==> config.mk <==
export PLATFORM = sky130hd
export DESIGN_NAME = uart_rx
export DESIGN_NICKNAME = d
export VERILOG_FILES = /design/src/rtl/uart_pkg.sv /design/src/rtl/uart_rx_tick_gen.sv /design/src/rtl/uart_rx.sv
export SDC_FILE = /design/constraint.sdc
export NUM_CORES = 1
export LEC_CHECK = 0
export ABC_AREA = 1
export CORE_MARGIN = 5
export CORE_UTILIZATION = 55
export DETAILED_ROUTE_END_ITERATION = 16
export PLACE_DENSITY = 0.78
export SLEW_MARGIN = 10
export SYNTH_ARGS = -nofsm -noshare
export SYNTH_HDL_FRONTEND = slang
export SYNTH_SLANG_ARGS = --single-unit
==> constraint.sdc <==
create_clock -name Clk -period 4.3 [get_ports Clk]
set_input_delay 0.43 -clock Clk [delete_from_list [all_inputs] [get_ports Clk]]
set_output_delay 0.43 -clock Clk [all_outputs]
set_load 0.1 [all_outputs]
==> src/rtl/uart_pkg.sv <==
// Shared UART definitions: frame constants, receiver state codes and the
// bit-timing helper used by both the transmitter divider and the receiver.
package uart_pkg;

  localparam int DATA_BITS  = 8;
  localparam int OVERSAMPLE = 3;

  typedef enum logic [2:0] {
    RX_IDLE      = 3'd0,
    RX_START     = 3'd1,
    RX_DATA      = 3'd2,
    RX_STOP      = 3'd3,
    RX_WAIT_IDLE = 3'd4
  } rx_state_t;

  // Even number of clk cycles per sample so the half-period load is exact.
  function automatic int uart_tick_cycles(input int clk_hz, input int baud);
    return ((clk_hz / (baud * OVERSAMPLE)) / 2) * 2;
  endfunction

endpackage

==> src/rtl/uart_rx_tick_gen.sv <==
// Free-running sample tick generator; a load re-phases it to half a sample
// period so the following ticks fall in the middle of each sample slot.
module uart_rx_tick_gen #(
  parameter int TICK_CYCLES = 34
) (
  input  logic clk,
  input  logic rst_n,
  input  logic load,
  output logic tick
);

  localparam int CW = (TICK_CYCLES > 1) ? $clog2(TICK_CYCLES) : 1;

  logic [CW-1:0] cnt;

  always_ff @(posedge clk or negedge rst_n) begin
    if (!rst_n) begin
      cnt <= '0;
    end else if (load) begin
      cnt <= CW'(TICK_CYCLES / 2 - 1);
    end else if (cnt == '0) begin
      cnt <= CW'(TICK_CYCLES - 1);
    end else begin
      cnt <= cnt - 1'b1;
    end
  end

  assign tick = (cnt == '0) && !load;

endmodule

==> src/rtl/uart_rx.sv <==
// 8N1 UART receiver with 3x oversampling, majority vote per bit and a
// one-entry holding register with framing-error and overrun reporting.
module uart_rx
  import uart_pkg::*;
#(
  parameter int CLOCK_FREQUENCY = 1_000_000,
  parameter int BAUD_RATE       = 9600
) (
  input  logic                 Clk,
  input  logic                 Reset,
  input  logic                 RxWire,
  output logic [DATA_BITS-1:0] RxData,
  output logic                 RxValid,
  input  logic                 RxAck,
  output logic                 RxFrameError,
  output logic                 RxOverrun,
  output logic                 RxBusy,
  output logic [2:0]           RxState
);

  localparam int TICK_CYCLES = uart_tick_cycles(CLOCK_FREQUENCY, BAUD_RATE);

  logic                 sync1, rx_s;
  rx_state_t            state, state_next;
  logic [1:0]           phase;
  logic [1:0]           samples;
  logic [2:0]           bit_cnt;
  logic [DATA_BITS-1:0] shift;
  logic                 deliver;
  logic                 tick, start_load, sample_tick, bit_done, maj;

  always_ff @(posedge Clk or negedge Reset) begin
    if (!Reset) begin
      sync1 <= 1'b1;
      rx_s  <= 1'b1;
    end else begin
      sync1 <= RxWire;
      rx_s  <= sync1;
    end
  end

  assign start_load  = (state == RX_IDLE) && !rx_s;
  assign sample_tick = tick && (state != RX_IDLE);
  assign bit_done    = sample_tick && (phase == 2'(OVERSAMPLE - 1));
  assign maj         = (samples[0] & samples[1]) | (samples[0] & rx_s) |
                       (samples[1] & rx_s);

  uart_rx_tick_gen #(.TICK_CYCLES(TICK_CYCLES)) u_tick_gen (
    .clk   (Clk),
    .rst_n (Reset),
    .load  (start_load),
    .tick  (tick)
  );

  always_ff @(posedge Clk or negedge Reset) begin
    if (!Reset) begin
      state <= RX_IDLE;
    end else begin
      state <= state_next;
    end
  end

  always_comb begin
    state_next = state;
    case (state)
      RX_IDLE:      if (!rx_s) state_next = RX_START;
      RX_START:     if (bit_done) state_next = maj ? RX_IDLE : RX_DATA;
      RX_DATA:      if (bit_done && bit_cnt == 3'd7) state_next = RX_STOP;
      RX_STOP:      if (bit_done) state_next = maj ? RX_IDLE : RX_WAIT_IDLE;
      RX_WAIT_IDLE: if (rx_s) state_next = RX_IDLE;
      default:      state_next = RX_IDLE;
    endcase
  end

  always_ff @(posedge Clk or negedge Reset) begin
    if (!Reset) begin
      phase        <= '0;
      samples      <= '0;
      bit_cnt      <= '0;
      shift        <= '0;
      deliver      <= 1'b0;
      RxFrameError <= 1'b0;
    end else begin
      if (start_load) begin
        phase <= '0;
      end else if (sample_tick) begin
        phase <= (phase == 2'(OVERSAMPLE - 1)) ? 2'd0 : phase + 2'd1;
      end
      if (sample_tick && phase == 2'd0) samples[0] <= rx_s;
      if (sample_tick && phase == 2'd1) samples[1] <= rx_s;
      if (state == RX_START && bit_done) begin
        bit_cnt <= '0;
      end else if (state == RX_DATA && bit_done) begin
        bit_cnt <= bit_cnt + 3'd1;
        shift   <= {maj, shift[DATA_BITS-1:1]};
      end
      deliver      <= (state == RX_STOP) && bit_done && maj;
      RxFrameError <= (state == RX_STOP) && bit_done && !maj;
    end
  end

  // Holding register: RxValid is a level that stays high until RxAck is seen.
  // A byte arriving while RxValid is high is kept only if RxAck is high in that
  // same cycle; otherwise it is dropped and RxOverrun pulses.
  always_ff @(posedge Clk or negedge Reset) begin
    if (!Reset) begin
      RxData    <= '0;
      RxValid   <= 1'b0;
      RxOverrun <= 1'b0;
    end else begin
      RxOverrun <= 1'b0;
      if (deliver) begin
        if (!RxValid || RxAck) begin
          RxData  <= shift;
          RxValid <= 1'b1;
        end else begin
          RxOverrun <= 1'b1;
        end
      end else if (RxAck) begin
        RxValid <= 1'b0;
      end
    end
  end

  assign RxBusy  = (state != RX_IDLE);
  assign RxState = state;

endmodule

==> results of run 1 <==
[worst max-delay path, delay by kind of cell, from the launching register on]
kind                   cells  cell delay [ns]
flip-flops                 1             0.42
buffers and inverters      2             1.29
AND/OR/NAND/NOR            1             0.19
[layer usage]
| layer | up-vias | track usage | share of wire |
|---|---|---|---|
| met4 | 0 | 0.0923 | 0.024 |
| met3 | 7 | 0.0572 | 0.035 |
| li1 | 622 | - | - |
| met1 | 543 | 0.196 | 0.46 |
| met2 | 15 | 0.252 | 0.48 |
| met5 | - | 0 | 0 |
[cells by family after synthesis]
kind of cell,Yosys count,synth area share
compound gates,27,0.0890
xor+xnor,2,0.0106
fa+ha+maj,4,0.0302
buf+inv,31,0.0747
flops,38,0.575
mux,1,0.00679
simple gates,77,0.214
[path summary, 6_finish.rpt]
kind	startpoint	end	slack [ns]
setup / recovery	RxState[1]	RxBusy	1.64
min in group Clk	sync1	rx_s	0.36
setup reg to reg	u_tick_gen.cnt[0]	bit_cnt[0]	2.64
hold / removal	Reset	u_tick_gen.cnt[4]	0.18
hold reg to reg	sync1	rx_s	0.36
max in group asynchronous	Reset	shift[5]	3.61
[registers in the layout, indices dropped and copies added, names as in the netlist, 2 cells and up]
signal and flops:
samples 2, bit_cnt 3, shift 8, RxState 3, u_tick_gen.cnt 6, RxData 8
phase 2
[synth_stat cells, types with 2 or more instances]
cell type                 instances
sky130_fd_sc_hd__nand4_1          3
sky130_fd_sc_hd__nor2_1          10
sky130_fd_sc_hd__ha_1             4
sky130_fd_sc_hd__inv_1           29
sky130_fd_sc_hd__xnor2_1          2
sky130_fd_sc_hd__nand2_1         47
sky130_fd_sc_hd__o21ai_0         20
sky130_fd_sc_hd__nand3_1          9
sky130_fd_sc_hd__dfrtp_1         36
sky130_fd_sc_hd__a21oi_1          3
sky130_fd_sc_hd__nor3_1           2
sky130_fd_sc_hd__dfstp_2          2
[report_power, final]
group          switching, mW  internal (mW)  total (mW)
logic                0.00829        0.00281      0.0111
registers            0.00143          0.359       0.361
clock network          0.109         0.0792       0.188
total                  0.119          0.441       0.560
[through the flow]
| step | utilization | power [mW] | std cells | instance area (µm²) |
|---|---|---|---|---|
| after CTS | 0.645 | 0.568 | 237 | 1920 |
| after global routing | 0.645 | 0.590 | 237 | 1920 |
| after floorplan | - | 0.369 | 180 | 1660 |
| final | 0.645 | 0.560 | 237 | 1920 |
| after global placement | 0.625 | 0.379 | 229 | 1860 |
| after detailed placement | 0.625 | 0.380 | 229 | 1860 |
[layout make-up]
class	instances	area, µm²
fillers	250	1060
flip-flops and latches	38	953
multi-input cells	111	582
repair buffers	18	175
inverters	29	109
clock buffers	7	55.1
well taps	33	41.3
clock inverters	1	5.00
==> impl_metrics.sql, run 1 <==
INSERT INTO impl_metrics (metric_group, metric, value, unit) VALUES
('sta', 'rsz_0062_raised_after_global_routing', 'false', ''),
('placement', 'place_hpwl', '2130', 'µm'),
('synthesis', 'synth.top_cell.area_share', '0.543', ''),
('synthesis', 'netlist_top_cells_area', 'sky130_fd_sc_hd__dfrtp_1, sky130_fd_sc_hd__nand2_1, sky130_fd_sc_hd__inv_1, sky130_fd_sc_hd__o21ai_0, sky130_fd_sc_hd__dfstp_2', ''),
('sta', 'final_critical_path_setup_slack', '1.64', 'ns'),
('sta', 'max-slew-margin-rel', '0.347', ''),
('worst_setup_path', 'critical_path.startpoint_type', 'flop', ''),
('run_status', 'outcome', 'complete, no violations', ''),
('hold_path', 'hold_path_class', 'primary input to asynchronous set/reset pin', ''),
('sta', 'final-setup-viol-count', '0', ''),
('sta', 'timing.hold.ws', '0.175', 'ns'),
('detailed_routing', 'post_drt_via_cell_ratio', '5.01', ''),
('sta', 'period_needed', '2.66', 'ns'),
('die', 'floorplan.io_pins', '19', ''),
('global_route', 'number_of_global_route_vias_before_repair', '1197', ''),
('worst_setup_path', 'timing.critical_path.to_type', 'output pin', ''),
('placement', 'port_buffers', '18', ''),
('sta', 'finalHoldViolations', '0', ''),
('die', 'start_util', '0.557', ''),
('synthesis', 'synth_edf_count', '0', ''),
('synthesis', 'ys.warnings.count', '0', ''),
('placement', 'placement.setup.worst_slack', '2.02', 'ns'),
('global_route', 'grt_max_degree', '39', ''),
('cells_and_area', 'share_of_cells_above_drive_strength_1', '0.0833', ''),
('global_route', 'total_routing_usage_gr', '0.163', ''),
('clock_tree', 'cts-htree-levels', '2', ''),
('worst_setup_path', 'worstPathCellList', 'inv_1, nand2_1, clkdlybuf4s50_1', ''),
('clock_tree', 'number_of_buffers_added_by_the_clock_tree_synthesis_step', '5', ''),
('synthesis', 'synth_area_leader_cell', 'sky130_fd_sc_hd__dfrtp_1', ''),
('clock_tree', 'cts.sinks', '38', ''),
('clock_tree', 'cts.path.max_buffers', '2', ''),
('detailed_routing', 'wire_per_inst', '11.9', 'µm'),
('sta', 'slew_at_the_pin_closest_to_its_max_slew_limit', '0.977', 'ns'),
('cells_and_area', 'leading_cell_type_in_the_layout_fill_and_taps_excluded', 'sky130_fd_sc_hd__nand2_1', ''),
('power', 'p_leak', '0.961', 'nW'),
('worst_setup_path', 'worst_ep_required_time', '3.87', 'ns'),
('cells_and_area', 'most-common-layout-cells', 'sky130_fd_sc_hd__nand2_1, sky130_fd_sc_hd__dfrtp_1, sky130_fd_sc_hd__inv_1, sky130_fd_sc_hd__o21ai_0, sky130_fd_sc_hd__clkdlybuf4s50_1', ''),
('synthesis', 'post_synth_num_cell_types', '25', ''),
('synthesis', 'netlist_instances', '180', ''),
('worst_setup_path', 'crit_arrival', '2.23', 'ns'),
('cells_and_area', 'finish.net_count', '211', ''),
('global_route', 'grt_first_pass_wirelength', '5120', 'µm'),
('global_route', 'grt_antenna_before_repair', '0', ''),
('worst_setup_path', 'critPathSlowestCell', 'sky130_fd_sc_hd__clkdlybuf4s50_1', ''),
('global_route', 'gr-total-overflow', '0', ''),
('die', 'die_area', '4210', 'µm²'),
('sta', 'max_clock_freq', '0.376', 'GHz'),
('synthesis', 'dominantRegCellSynth', 'sky130_fd_sc_hd__dfrtp_1', ''),
('synthesis', 'synthesized_cell_area', '1660', 'µm²'),
('clock_tree', 'insertion_delay', '0.34', 'ns'),
('die', 'floorplan.core_area', '2980', 'µm²'),
('cells_and_area', 'synthToLayoutAreaGrowth', '15.8', '%'),
('sta', 'timing_max_transition_violations_final', '0', ''),
('synthesis', 'ys_ff_latch', '38', ''),
('cells_and_area', 'n_antenna_cell', '0', ''),
('clock_tree', 'worst_setup_hold_path_clk_slew', '0.10', 'ns'),
('detailed_routing', 'vias', '1187', ''),
('worst_setup_path', 'crit_path_largest_cell_delay', '1.18', 'ns'),
('synthesis', 'async_set_or_reset_register_ratio_after_synthesis', '1.00', ''),
('clock_tree', 'post-cts-setup-buffers', '0', ''),
('sta', 'post-route-period-util', '0.618', ''),
('synthesis', 'synth-seq-area-share', '0.575', ''),
('worst_setup_path', 'crit_fanout', '5', ''),
('placement', 'place_congestion', '0.918', ''),
('clock_tree', 'gates_resized_cts_repair', '0', ''),
('synthesis', 'synthesis.nets', '188', ''),
('run', 'cap_violations', '0', ''),
('sta', 'setup-tns-final', '0', 'ns'),
('die', 'floorplan.rows', '20', ''),
('worst_setup_path', 'reg2regPathDepth', '9', ''),
('detailed_routing', 'antenna_left', '0', '');
Note: power is estimated with default switching activity, not from simulation.
==> run 2: changes to the inputs <==
Settings changed: CORE_UTILIZATION 55 to 49, PLACE_DENSITY 0.78 to 0.74.
Clock period 4.3 ns to 2.15 ns, I/O delays scaled along.
==> impl_metrics.sql, run 2 (synthesized netlist as in run 1, its figures left out) <==
INSERT INTO impl_metrics (metric_group, metric, value, unit) VALUES
('run_status', 'outcome', 'complete, no violations', ''),
('power', 'p_leak', '0.988', 'nW'),
('global_route', 'gr-total-overflow', '0', ''),
('sta', 'period_needed', '1.64', 'ns'),
('clock_tree', 'gates_resized_cts_repair', '0', ''),
('run', 'cap_violations', '0', ''),
('sta', 'slew_at_the_pin_closest_to_its_max_slew_limit', '0.484', 'ns'),
('clock_tree', 'cts.path.max_buffers', '2', ''),
('cells_and_area', 'ff_latch_area', '957', 'µm²'),
('detailed_routing', 'iteration_count_of_the_initial_detailed_routing_pass', '4', ''),
('worst_setup_path', 'reg2regPathDepth', '9', ''),
('cells_and_area', 'final_design_utilization', '0.580', ''),
('placement', 'placement.setup.worst_slack', '0.555', 'ns'),
('worst_setup_path', 'cp-startpoint', 'u_tick_gen.cnt[0]', ''),
('clock_tree', 'cts-hold-fix-buffers', '0', ''),
('worst_setup_path', 'timing.critical_path.to_type', 'flop', ''),
('sta', 'max_clock_freq', '0.609', 'GHz'),
('global_route', 'grt_antenna_before_repair', '0', ''),
('worst_setup_path', 'crit_fanout', '4', ''),
('clock_tree', 'cts_root_buffer', 'sky130_fd_sc_hd__clkbuf_4', ''),
('sta', 'final_critical_path_setup_slack', '0.508', 'ns'),
('cells_and_area', 'finish.net_count', '212', ''),
('clock_tree', 'post-cts-setup-buffers', '0', ''),
('worst_setup_path', 'path_class', 'flop to flop', ''),
('global_route', 'global_route_track_usage_on_met3', '0.0690', ''),
('global_route', 'grt.met2_usage', '0.244', ''),
('die', 'start_util', '0.501', ''),
('placement', 'port_buffers', '18', ''),
('global_route', 'grtUsageMet1', '0.181', ''),
('worst_setup_path', 'crit_arrival', '1.89', 'ns'),
('cells_and_area', 'n_antenna_cell', '0', ''),
('worst_setup_path', 'crit-reg2reg-capture', 'bit_cnt[0]', ''),
('detailed_routing', 'routed_wirelength', '2960', 'µm'),
('sta', 'setup-tns-final', '0', 'ns'),
('cells_and_area', 'reg_top3', 'RxData x8, shift x8, u_tick_gen.cnt x6', ''),
('cells_and_area', 'leading_cell_type_in_the_layout_fill_and_taps_excluded', 'sky130_fd_sc_hd__nand2_1', ''),
('die', 'floorplan.io_pins', '19', ''),
('detailed_routing', 'antenna_left', '0', ''),
('clock_tree', 'worst_setup_hold_path_clk_slew', '0.12', 'ns'),
('global_route', 'number_of_global_route_vias_before_repair', '1235', ''),
('sta', 'final-setup-viol-count', '0', ''),
('die', 'die_x', '68.2', 'µm'),
('cells_and_area', 'layout.cell_area.non_filler', '1920', 'µm²'),
('sta', 'max-slew-margin-rel', '0.674', ''),
('clock_tree', 'clock_tree_from_tritoncts', 'built', ''),
('clock_tree', 'cts.sinks', '38', ''),
('detailed_routing', 'post_drt_via_cell_ratio', '4.81', ''),
('global_route', 'grt_max_degree', '39', ''),
('clock_tree', 'number_of_buffers_added_by_the_clock_tree_synthesis_step', '5', ''),
('power', 'worst_ir_drop_vdd', '0.000374', 'V'),
('detailed_routing', 'drcViolationCount', '0', ''),
('power', 'power_density', '592', 'nW/µm²'),
('worst_setup_path', 'critical_path.startpoint_type', 'flop', ''),
('detailed_routing', 'drt_first_iter_violations', '78', ''),
('cells_and_area', 'multi_input_area', '584', 'µm²'),
('detailed_routing', 'wire_per_inst', '11.8', 'µm'),
('clock_tree', 'cts-htree-levels', '2', ''),
('clock_tree', 'insertion_delay', '0.35', 'ns'),
('cells_and_area', 'fillers', '312', ''),
('worst_setup_path', 'critical_path.endpoint', 'bit_cnt[0]', ''),
('die', 'die-height', '68.2', 'µm'),
('sta', 'rsz_0062_raised_after_global_routing', 'false', ''),
('cells_and_area', 'synthToLayoutAreaGrowth', '15.8', '%'),
('placement', 'place_congestion', '0.776', ''),
('worst_setup_path', 'worst_ep_required_time', '2.40', 'ns'),
('die', 'floorplan.rows', '21', ''),
('sta', 'timing_max_transition_violations_final', '0', ''),
('global_route', 'grt_first_pass_wirelength', '5190', 'µm'),
('die', 'floorplan.core_area', '3310', 'µm²'),
('sta', 'post-route-period-util', '0.764', ''),
('placement', 'place_hpwl', '2160', 'µm'),
('global_route', 'total_routing_usage_gr', '0.154', ''),
('placement', 'placed_cell_area', '1860', 'µm²'),
('sta', 'fin_skew', '0.0164', 'ns'),
('sta', 'finalHoldViolations', '0', ''),
('cells_and_area', 'most-common-layout-cells', 'sky130_fd_sc_hd__nand2_1, sky130_fd_sc_hd__dfrtp_1, sky130_fd_sc_hd__inv_1, sky130_fd_sc_hd__o21ai_0, sky130_fd_sc_hd__buf_4', ''),
('worst_setup_path', 'r2r_setup_slack', '0.51', 'ns'),
('worst_setup_path', 'worstReg2RegStart', 'u_tick_gen.cnt[0]', ''),
('global_route', 'top_usage_layer', 'met2', ''),
('detailed_routing', 'vias', '1208', ''),
('hold_path', 'hold_path_class', 'primary input to asynchronous set/reset pin', ''),
('die', 'die_area', '4650', 'µm²'),
('cells_and_area', 'share_of_cells_above_drive_strength_1', '0.180', '');
==> run 2: area by class of cell <==
cell class / instances / area share
clock buffer: 6 / 0.0267
clock inverter: 2 / 0.00651
sequential: 38 / 0.498
inverter: 29 / 0.0566
timing repair buffer: 19 / 0.0781
multi-input combinational: 111 / 0.304
tap: 46 / 0.0299
==> run 2: layer usage <==
metal | wire, µm | up-vias
met5 | 0 | -
met4 | 66 | 0
met1 | 1390 | 565
met2 | 1400 | 20
li1 | - | 617
met3 | 110 | 6
==> run 2: power breakdown <==
part / total (mW) / internal (mW) / switching (mW)
Sequential: 0.721 / 0.719 / 0.00247
Combinational: 0.0241 / 0.00772 / 0.0164
Clock: 0.392 / 0.157 / 0.235
==> run 2: worst min path at each step <==
| stage | from | endpoint | slack (ns) | cells past startpoint |
|---|---|---|---|---|
| global route | RxWire | sync1 | 0.25 | 1 |
| finish | Reset | deliver | 0.27 | 2 |
| CTS | RxWire | sync1 | 0.26 | 1 |
| detailed placement | sync1 | rx_s | 0.35 | 0 |
| floorplan | Reset | RxData[0] | -0.08 | 0 |
| global placement | sync1 | rx_s | 0.35 | 0 |
==> run 2: critical path, stage by stage, from the launching register on <==
cell and delay, ns:
sky130_fd_sc_hd__dfrtp_1 0.43, sky130_fd_sc_hd__inv_1 0.13, sky130_fd_sc_hd__ha_1 0.19, sky130_fd_sc_hd__nand2_1 0.11, sky130_fd_sc_hd__nor2_4 0.17, sky130_fd_sc_hd__nand2_1 0.08, sky130_fd_sc_hd__inv_1 0.12, sky130_fd_sc_hd__o211ai_1 0.15
sky130_fd_sc_hd__nand2_1 0.09, sky130_fd_sc_hd__o21ai_0 0.07
==> run 2: per-stage QoR <==
stage	instances	hold slack, ns	total power [mW]
2_1_floorplan	180	-0.0806	0.738
5_1_grt	251	0.245	1.20
4_1_cts	251	0.260	1.16
3_5_place_dp	243	0.349	0.761
3_3_place_gp	243	0.346	0.760
6_report	251	0.269	1.14
